### src/rtl/cpri_tx_burst_gen_if.sv
// cpri_tx_burst_gen_if: bus between the antenna-data packer, the burst writer
// and the CPRI TX buffer RAM.
//   i_sop / i_dat         : frame-start strobe and input word (packer -> writer)
//   o_cpri_wen/waddr/wch  : buffer write enable, word address, channel index
//   o_cpri_wdata          : buffer write data
//   o_cpri_wlast/flast    : last word of channel / last word of frame
//   o_sop_err             : sop collided with an active burst
//   o_frm_cnt/o_err_cnt   : frame and collision statistics
// master = packer/buffer side, slave = burst writer.
interface cpri_tx_burst_gen_if #(
   parameter int unsigned DATA_W = 64,
   parameter int unsigned ADDR_W = 7,
   parameter int unsigned CH_W   = 1
);
   logic              i_sop;
   logic [DATA_W-1:0] i_dat;
   logic              o_cpri_wen;
   logic [ADDR_W-1:0] o_cpri_waddr;
   logic [CH_W-1:0]   o_cpri_wch;
   logic [DATA_W-1:0] o_cpri_wdata;
   logic              o_cpri_wlast;
   logic              o_cpri_flast;
   logic              o_sop_err;
   logic [15:0]       o_frm_cnt;
   logic [15:0]       o_err_cnt;

   modport master (
      output i_sop, i_dat,
      input  o_cpri_wen, o_cpri_waddr, o_cpri_wch, o_cpri_wdata,
             o_cpri_wlast, o_cpri_flast, o_sop_err, o_frm_cnt, o_err_cnt
   );

   modport slave (
      input  i_sop, i_dat,
      output o_cpri_wen, o_cpri_waddr, o_cpri_wch, o_cpri_wdata,
             o_cpri_wlast, o_cpri_flast, o_sop_err, o_frm_cnt, o_err_cnt
   );
endinterface

### src/rtl/cpri_tx_burst_gen.sv
// cpri_tx_burst_gen: captures NUM_CH x BURST_LEN words after a start-of-packet
// strobe and writes them into the CPRI TX buffer, two cycles after sampling.
// Ports:
//   clk  : sole clock
//   rst  : synchronous active-high reset
//   bus  : cpri_tx_burst_gen_if.slave (sop/data in, buffer write port out,
//          collision pulse, statistics)
// Optional feature: define CPRI_TX_STAT_EN to build the saturating frame and
// collision counters; otherwise o_frm_cnt / o_err_cnt are tied to zero.
module cpri_tx_burst_gen #(
   parameter int unsigned DATA_W         = 64,
   parameter int unsigned BURST_LEN      = 96,
   parameter int unsigned NUM_CH         = 1,
   parameter int unsigned ADDR_W         = $clog2(BURST_LEN),
   parameter int unsigned CH_W           = (NUM_CH > 1) ? $clog2(NUM_CH) : 1,
   parameter int unsigned RESTART_ON_SOP = 0
) (
   input logic                clk,
   input logic                rst,
   cpri_tx_burst_gen_if.slave bus
);

   localparam logic [ADDR_W-1:0] W_LAST = ADDR_W'(BURST_LEN - 1);
   localparam logic [CH_W-1:0]   C_LAST = CH_W'(NUM_CH - 1);
   localparam logic              RESTART = (RESTART_ON_SOP != 0);

   typedef enum logic {IDLE = 1'b0, RUN = 1'b1} state_e;

   state_e            state_q, state_d;
   logic [ADDR_W-1:0] wcnt_q, wcnt_d;
   logic [CH_W-1:0]   ccnt_q, ccnt_d;

   // capture stage
   logic              cap_vld_q,   cap_vld_d;
   logic [DATA_W-1:0] cap_dat_q,   cap_dat_d;
   logic [ADDR_W-1:0] cap_waddr_q, cap_waddr_d;
   logic [CH_W-1:0]   cap_wch_q,   cap_wch_d;
   logic              cap_wlast_q, cap_wlast_d;
   logic              cap_flast_q, cap_flast_d;
   logic              cap_err_q,   cap_err_d;

   // output stage
   logic              wen_q,   wen_d;
   logic [ADDR_W-1:0] waddr_q, waddr_d;
   logic [CH_W-1:0]   wch_q,   wch_d;
   logic [DATA_W-1:0] wdata_q, wdata_d;
   logic              wlast_q, wlast_d;
   logic              flast_q, flast_d;
   logic              err_q,   err_d;

   // Next-state, counters and capture-stage inputs.
   // wcnt/ccnt in RUN always name the word being sampled this cycle.
   always_comb begin
      state_d     = state_q;
      wcnt_d      = wcnt_q;
      ccnt_d      = ccnt_q;
      cap_vld_d   = 1'b0;
      cap_dat_d   = cap_dat_q;
      cap_waddr_d = cap_waddr_q;
      cap_wch_d   = cap_wch_q;
      cap_wlast_d = 1'b0;
      cap_flast_d = 1'b0;
      cap_err_d   = 1'b0;

      unique case (state_q)
         IDLE: begin
            if (bus.i_sop) begin
               cap_vld_d   = 1'b1;
               cap_dat_d   = bus.i_dat;
               cap_waddr_d = '0;
               cap_wch_d   = '0;
               wcnt_d      = ADDR_W'(1);
               ccnt_d      = '0;
               state_d     = RUN;
            end
         end
         RUN: begin
            cap_vld_d = 1'b1;
            cap_dat_d = bus.i_dat;
            cap_err_d = bus.i_sop;
            if (bus.i_sop && RESTART) begin
               // this cycle's word becomes word 0 of channel 0
               cap_waddr_d = '0;
               cap_wch_d   = '0;
               wcnt_d      = ADDR_W'(1);
               ccnt_d      = '0;
            end else begin
               cap_waddr_d = wcnt_q;
               cap_wch_d   = ccnt_q;
               cap_wlast_d = (wcnt_q == W_LAST);
               cap_flast_d = (wcnt_q == W_LAST) && (ccnt_q == C_LAST);
               if (wcnt_q == W_LAST) begin
                  wcnt_d = '0;
                  if (ccnt_q == C_LAST) begin
                     ccnt_d  = '0;
                     state_d = IDLE;
                  end else begin
                     ccnt_d = ccnt_q + CH_W'(1);
                  end
               end else begin
                  wcnt_d = wcnt_q + ADDR_W'(1);
               end
            end
         end
         default: state_d = IDLE;
      endcase
   end

   // Output stage: address/channel/data hold while no word is pending.
   always_comb begin
      wen_d   = cap_vld_q;
      waddr_d = waddr_q;
      wch_d   = wch_q;
      wdata_d = wdata_q;
      wlast_d = cap_vld_q & cap_wlast_q;
      flast_d = cap_vld_q & cap_flast_q;
      err_d   = cap_vld_q & cap_err_q;
      if (cap_vld_q) begin
         waddr_d = cap_waddr_q;
         wch_d   = cap_wch_q;
         wdata_d = cap_dat_q;
      end
   end

   always_ff @(posedge clk) begin
      if (rst) begin
         state_q     <= IDLE;
         wcnt_q      <= '0;
         ccnt_q      <= '0;
         cap_vld_q   <= 1'b0;
         cap_dat_q   <= '0;
         cap_waddr_q <= '0;
         cap_wch_q   <= '0;
         cap_wlast_q <= 1'b0;
         cap_flast_q <= 1'b0;
         cap_err_q   <= 1'b0;
         wen_q       <= 1'b0;
         waddr_q     <= '0;
         wch_q       <= '0;
         wdata_q     <= '0;
         wlast_q     <= 1'b0;
         flast_q     <= 1'b0;
         err_q       <= 1'b0;
      end else begin
         state_q     <= state_d;
         wcnt_q      <= wcnt_d;
         ccnt_q      <= ccnt_d;
         cap_vld_q   <= cap_vld_d;
         cap_dat_q   <= cap_dat_d;
         cap_waddr_q <= cap_waddr_d;
         cap_wch_q   <= cap_wch_d;
         cap_wlast_q <= cap_wlast_d;
         cap_flast_q <= cap_flast_d;
         cap_err_q   <= cap_err_d;
         wen_q       <= wen_d;
         waddr_q     <= waddr_d;
         wch_q       <= wch_d;
         wdata_q     <= wdata_d;
         wlast_q     <= wlast_d;
         flast_q     <= flast_d;
         err_q       <= err_d;
      end
   end

   assign bus.o_cpri_wen   = wen_q;
   assign bus.o_cpri_waddr = waddr_q;
   assign bus.o_cpri_wch   = wch_q;
   assign bus.o_cpri_wdata = wdata_q;
   assign bus.o_cpri_wlast = wlast_q;
   assign bus.o_cpri_flast = flast_q;
   assign bus.o_sop_err    = err_q;

`ifdef CPRI_TX_STAT_EN
   logic [15:0] frm_cnt_q, frm_cnt_d;
   logic [15:0] err_cnt_q, err_cnt_d;

   // Saturating counters, stepped on the same edge as the flast / err write.
   always_comb begin
      frm_cnt_d = frm_cnt_q;
      err_cnt_d = err_cnt_q;
      if (flast_d && (frm_cnt_q != 16'hFFFF)) frm_cnt_d = frm_cnt_q + 16'd1;
      if (err_d && (err_cnt_q != 16'hFFFF))   err_cnt_d = err_cnt_q + 16'd1;
   end

   always_ff @(posedge clk) begin
      if (rst) begin
         frm_cnt_q <= '0;
         err_cnt_q <= '0;
      end else begin
         frm_cnt_q <= frm_cnt_d;
         err_cnt_q <= err_cnt_d;
      end
   end

   assign bus.o_frm_cnt = frm_cnt_q;
   assign bus.o_err_cnt = err_cnt_q;
`else
   assign bus.o_frm_cnt = 16'd0;
   assign bus.o_err_cnt = 16'd0;
`endif

endmodule

### src/flat_wrapper.sv
// flat-port wrapper written by rule: the top's interface ports become plain ports
module cpri_tx_burst_gen_flat 
#(
   parameter int unsigned DATA_W         = 64,
   parameter int unsigned BURST_LEN      = 96,
   parameter int unsigned NUM_CH         = 1,
   parameter int unsigned ADDR_W         = $clog2(BURST_LEN),
   parameter int unsigned CH_W           = (NUM_CH > 1) ? $clog2(NUM_CH) : 1,
   parameter int unsigned RESTART_ON_SOP = 0
)
  (clk, rst, bus_i_sop, bus_i_dat, bus_o_cpri_wen, bus_o_cpri_waddr, bus_o_cpri_wch, bus_o_cpri_wdata, bus_o_cpri_wlast, bus_o_cpri_flast, bus_o_sop_err, bus_o_frm_cnt, bus_o_err_cnt);
  cpri_tx_burst_gen_if #(.DATA_W(DATA_W), .ADDR_W(ADDR_W), .CH_W(CH_W)) bus_i ();
  input logic clk;
  input logic rst;
  input wire logic [$bits(bus_i.i_sop)-1:0] bus_i_sop;
  input wire logic [$bits(bus_i.i_dat)-1:0] bus_i_dat;
  output wire logic [$bits(bus_i.o_cpri_wen)-1:0] bus_o_cpri_wen;
  output wire logic [$bits(bus_i.o_cpri_waddr)-1:0] bus_o_cpri_waddr;
  output wire logic [$bits(bus_i.o_cpri_wch)-1:0] bus_o_cpri_wch;
  output wire logic [$bits(bus_i.o_cpri_wdata)-1:0] bus_o_cpri_wdata;
  output wire logic [$bits(bus_i.o_cpri_wlast)-1:0] bus_o_cpri_wlast;
  output wire logic [$bits(bus_i.o_cpri_flast)-1:0] bus_o_cpri_flast;
  output wire logic [$bits(bus_i.o_sop_err)-1:0] bus_o_sop_err;
  output wire logic [$bits(bus_i.o_frm_cnt)-1:0] bus_o_frm_cnt;
  output wire logic [$bits(bus_i.o_err_cnt)-1:0] bus_o_err_cnt;
  assign bus_i.i_sop = bus_i_sop;
  assign bus_i.i_dat = bus_i_dat;
  assign bus_o_cpri_wen = bus_i.o_cpri_wen;
  assign bus_o_cpri_waddr = bus_i.o_cpri_waddr;
  assign bus_o_cpri_wch = bus_i.o_cpri_wch;
  assign bus_o_cpri_wdata = bus_i.o_cpri_wdata;
  assign bus_o_cpri_wlast = bus_i.o_cpri_wlast;
  assign bus_o_cpri_flast = bus_i.o_cpri_flast;
  assign bus_o_sop_err = bus_i.o_sop_err;
  assign bus_o_frm_cnt = bus_i.o_frm_cnt;
  assign bus_o_err_cnt = bus_i.o_err_cnt;
  cpri_tx_burst_gen #(.DATA_W(DATA_W), .BURST_LEN(BURST_LEN), .NUM_CH(NUM_CH), .ADDR_W(ADDR_W), .CH_W(CH_W), .RESTART_ON_SOP(RESTART_ON_SOP)) u_core (.clk(clk), .rst(rst), .bus(bus_i));
endmodule
### config.mk
export PLATFORM = sky130hd
export DESIGN_NAME = cpri_tx_burst_gen_flat
export DESIGN_NICKNAME = d
export VERILOG_FILES = /design/src/rtl/cpri_tx_burst_gen_if.sv /design/src/rtl/cpri_tx_burst_gen.sv /design/src/flat_wrapper.sv
export SDC_FILE = /design/constraint.sdc
export NUM_CORES = 1
export LEC_CHECK = 0
export CAP_MARGIN = 10
export CORE_MARGIN = 4
export CORE_UTILIZATION = 50
export DETAILED_ROUTE_END_ITERATION = 6
export PLACE_DENSITY = 0.83
export SETUP_SLACK_MARGIN = 0.15
export SYNTH_ARGS = -nofsm -noshare
export SYNTH_HDL_FRONTEND = slang
export SYNTH_SLANG_ARGS = --single-unit
export TNS_END_PERCENT = 20
### constraint.sdc
create_clock -name clk -period 3.2 [get_ports clk]
set_input_delay 0.96 -clock clk [delete_from_list [all_inputs] [get_ports clk]]
set_output_delay 0.96 -clock clk [all_outputs]
set_load 0.005 [all_outputs]
; ---- Yosys cells after proc, flatten, opt, wreduce, memory -nomap -nowiden
; Cells that the tools add are included.
[totals]
in_bits = 67
reg_bits = 161
word_cells = 47
[classes]
addsub = 2
n_eq_ne = 3
n_bitwise = 5
n_mux = 17
reduce_logical = 3
[ops]
columns = cell, count
row1 = 64-bit case mux with 2 select lines, 1
row2 = 64-bit two-way mux, 1
row3 = 7-bit case mux with 2 select lines, 2
row4 = 7-bit two-way mux, 3
row5 = 1-bit case mux with 2 select lines, 4
row6 = "7-bit by 1-bit adder with 7-bit output, second input constant", 1
row7 = "7-bit equality test, second input constant", 1
row8 = 1-bit two-way mux, 6
row9 = "2-bit != test, second input constant", 2
row10 = 1-bit AND, 3
row11 = 1-bit NOT, 2
row12 = 2-bit AND reduction, 1
row13 = 2-bit OR reduction, 1
row14 = "1-bit adder, second input constant", 1
row15 = 1-bit logical AND, 1

; ---- Logic depth before layout (Yosys ltp)
[depth]
word_depth = 4
ltp_mapped = 5
ltp_nobuf = 5

; ---- Worst setup path before layout
; Ideal clock, no wire load.
[synth_path]
kind = input to register
start = in rst
end = reg u_core.wcnt_q[5]
required_ns = 3.142
setup_slack_ns = 1.325
arrival_time_ns = 1.817
stages = 4
path_cell_list = buf_2 > or4_1 > a21oi_1 > a21o_1
[synth_lines]
columns = item, line
row1 = from (decl), flat_wrapper.sv:14  ; input logic rst;
row2 = to (signal assigned), cpri_tx_burst_gen.sv:146  ; wcnt_q <= wcnt_d;
row3 = to (decl), cpri_tx_burst_gen.sv:30  ; logic [ADDR_W-1:0] wcnt_q, wcnt_d;

; ---- Final worst setup path
[layout_path]
start = reg u_core.wdata_q[46], in the netlist u_core.bus.o_cpri_wdata[46]
end = out bus_o_cpri_wdata[46]
[layout_lines]
columns = item, line
row1 = from (decl), cpri_tx_burst_gen.sv:46  ; logic [DATA_W-1:0] wdata_q, wdata_d;
row2 = from (signal assigned), cpri_tx_burst_gen.sv:158  ; wdata_q <= wdata_d;
row3 = to (decl), flat_wrapper.sv:20  ; output wire logic [$bits(bus_i.o_cpri_wdata)-1:0] bus_o_cpri_wdata;
; No word-level cell between the ends.

==> impl_metrics.py <==
metrics = {
    "run_status": {
        "status": "finished clean",
    },
    "critical_path": {
        "end_kind": "output pin",
        "required_ns": 2.24,
        "rrSetupSlack_ns": 1.43,
        "rr_worst_depth": 5,
        "rr_startpoint": "u_core.state_q$_SDFF_PP0_",
        "crit_type": "reg2out",
        "cp_slowest_cell": "clkdlybuf4s50_1",
        "cpPeakStageDelay_ns": 0.54,
        "start_kind": "flop",
        "worstReg2RegEnd": "u_core.cap_dat_q[13]$_SDFFE_PP0P_",
        "crit_chain": "clkdlybuf4s50_1",
        "crit_arrival_ns": 1.31,
        "cp_num_buf_inv": 1,
        "crit_family": "buffers and inverters",
        "critPathMaxFanout": 2,
    },
    "cells_and_area": {
        "layout_common_cells": "dfxtp_1 (155), clkdlybuf4s50_1 (140), nand2_1 (132)",
        "nets": 824,
        "area_delta_synth_final_pct": 34.2,
        "register_area_sq_um": 3130,
        "final_common_cell": "dfxtp_1",
        "drive_gt1_share_pct": 5.72,
        "n_antenna_cell": 0,
        "multiInputGateArea_sq_um": 2270,
        "fillers": 846,
    },
    "min_path": {
        "hold_end": "u_core.bus.o_sop_err$_SDFF_PP0_",
        "min_path_cells": 1,
        "min-delay-start": "u_core.cap_err_q$_SDFF_PP0_",
        "hold_class": "reg2reg",
    },
    "global_routing": {
        "antenna_found_initial": 0,
        "grt_pass1_vias": 4460,
        "track_usage_pct": 20.0,
        "grt-ovfl-total": 0,
        "grt_pass1_wl_microns": 21200,
        "grt_max_degree": 84,
    },
    "clock_tree": {
        "clk_pin_slew_ns": 0.06,
        "cts_tree": "done",
        "post_cts_buffers": 0,
        "insertion_delay_ns": 0.41,
        "cts_made_buffers": 17,
        "hold_buffers": 0,
        "cts_resized": 0,
        "h-tree-depth": 4,
        "clockBufferDepth": 2,
        "cts_root_buf": "clkbuf_16",
        "cts_sinks": 156,
    },
    "sta": {
        "finalSetupViolCount": 0,
        "fin_setup_tns_ns": 0,
        "drv_slew": 0,
        "rsz0062_at_grt": "no",
        "worst_slew_pin_slew_ns": 0.638,
        "finalCritPeriodShare_pct": 70.9,
        "hold_viol": 0,
        "skew_ns": 0.00363,
        "slew_headroom_pct": 57.5,
        "fmax_mhz": 441,
        "fin_crit_ns": 2.27,
    },
    "floorplan": {
        "dieHeight_microns": 115,
        "core_sq_um": 11000,
        "io_pins": 175,
        "start_util_pct": 51.8,
        "die_x_microns": 115,
        "rows": 38,
        "die_area_sq_um": 13200,
    },
    "synthesis": {
        "yosys_warnings": 0,
        "seq_area_frac_synth_pct": 54.7,
        "synthCells": 632,
        "synth_area_sq_um": 5710,
        "synth_compound_area_share_pct": 7.97,
        "synthXorXnorAreaFrac_pct": 0,
        "yosys.area_share.simple_pct": 16.9,
        "synth.distinct_cells": 29,
        "synth_top_family_by_area": "simple AND/OR/NAND/NOR gates",
        "synthAdderAreaFrac_pct": 0.219,
        "ys_seq_elements": 156,
        "synth_area_per_cell_sq_um": 9.04,
        "synthMuxAreaShare_pct": 12.4,
    },
    "drt": {
        "routed_wirelength_microns": 13100,
        "routedWlPerCell_microns": 14.4,
        "route.vias.total": 4544,
        "ant_nets": 0,
        "drc": 0,
        "first_iter_violations": 334,
        "first_pass_iters": 5,
        "avgViaCountPerCell": 5.00,
    },
    "placement": {
        "hpwlAfterDp_microns": 8640,
        "numPortBuffers": 141,
        "routabilityCongestion": 0.772,
    },
    "power_and_ir_drop": {
        "p_seq_share_pct": 47.3,
        "p_leak_nw": 3.08,
        "power_mw": 4.42,
        "power.switching_mw": 0.999,
        "switching_share_pct": 22.6,
        "worst_ir_drop_vdd_mv": 0.400,
        "combPwrFrac_pct": 9.1,
        "clkPwrFrac_pct": 43.6,
        "powerDensity_nw_per_um2": 577,
        "internal_power_mw": 3.42,
    },
    "run": {
        "max-cap-violations": 0,
    },
}
## stage by stage
step           hold slack (ns)  cells  instance area (sq um)  setup slack (ns)  utilization (%)
6_report                 0.428    909                   7670             0.931             69.5
5_1_grt                  0.450    909                   7670             0.879             69.5
4_1_cts                  0.430    908                   7650             0.756             69.3
3_5_place_dp             0.416    876                   7070             0.345             64.1
3_3_place_gp             0.413    876                   7070             0.386             64.1
2_1_floorplan            0.406    664                   5830              1.33                -
## Yosys cell counts
cell type	number	area share, %
buf_2	17	1.5
or2_2	1	0.11
a311oi_1	1	0.15
nor2_1	84	5.5
ha_1	1	0.22
or4_1	2	0.26
a21boi_0	1	0.13
nor3b_1	9	1.2
a21o_1	2	0.26
a21oi_1	75	6.6
nor2b_1	2	0.22
a41oi_1	1	0.15
mux2i_1	71	12
nor3_1	2	0.18
o22a_1	1	0.15
a221oi_1	1	0.15
clkbuf_1	22	1.4
nand2_1	132	8.7
dfxtp_1	156	55
and2_1	2	0.22
inv_1	2	0.13
buf_1	3	0.20
conb_1	1	0.066
buf_4	34	4.5
nand2b_1	2	0.22
nand3_1	2	0.18
nand3b_1	1	0.13
o31ai_1	1	0.13
o21ai_0	3	0.26
## flip-flops by register name (all words and copies together) (netlist names)
register,cells
u_core.wcnt_q,7
u_core.cap_vld_q,1
u_core.bus.o_cpri_wdata,64
u_core.cap_dat_q,64
u_core.cap_flast_q,1
u_core.bus.o_sop_err,1
u_core.cap_err_q,1
u_core.cap_waddr_q,7
u_core.bus.o_cpri_waddr,7
u_core.bus.o_cpri_wen,1
u_core.state_q,1
u_core.bus.o_cpri_wlast,1
## power groups by stage
stage | sequential, mW | clock, mW | combinational (mW)
floorplan | 2.11 | 0 | 0.250
global placement | 2.13 | 0 | 0.388
detailed placement | 2.13 | 0 | 0.398
global route | 2.10 | 2.05 | 0.445
CTS | 2.09 | 1.97 | 0.402
finish | 2.09 | 1.93 | 0.402
## kinds of logic (layout without fill, tap and decap cells)
group / count (synthesis) / in the layout
compound gates: 86 / 86
fa+ha+maj: 1 / 1
buf+inv: 78 / 183
flops: 156 / 156
mux: 71 / 71
other cells: 1 / 33
simple gates: 239 / 239
## layout make-up
cell class,instances,area share [%]
repair buffers,149,19.6
flip-flops and latches,156,40.8
well taps,140,2.28
inverters,2,0.0979
multi-input cells,430,29.7
clock buffers,19,5.91
clock inverters,13,1.62
## how the worst max path moves through the flow
| stage | slack, ns | to | cells after the start | from |
|---|---|---|---|---|
| 2_1_floorplan | 1.33 | u_core.wcnt_q[5]$_SDFFE_PP0P_ | 4 | rst |
| 3_3_place_gp | 0.39 | u_core.cap_dat_q[15]$_SDFFE_PP0P_ | 4 | bus_i_sop |
| 3_5_place_dp | 0.35 | u_core.cap_dat_q[12]$_SDFFE_PP0P_ | 4 | bus_i_sop |
| 4_1_cts | 0.76 | u_core.cap_dat_q[58]$_SDFFE_PP0P_ | 4 | bus_i_sop |
| 5_1_grt | 0.88 | bus_o_cpri_waddr[6] | 1 | u_core.bus.o_cpri_waddr[6]$_SDFFE_PP0P_ |
| 6_report | 0.93 | bus_o_cpri_wdata[46] | 1 | u_core.bus.o_cpri_wdata[46]$_SDFFE_PP0P_ |
## routing by layer
metal | global-route usage [%] | routed length (microns)
met5 | 0 | 0
met4 | 7.82 | 195
met3 | 6.00 | 1010
met2 | 33.3 | 6320
met1 | 24.4 | 5530
Note: power is estimated with default switching activity, not from simulation.
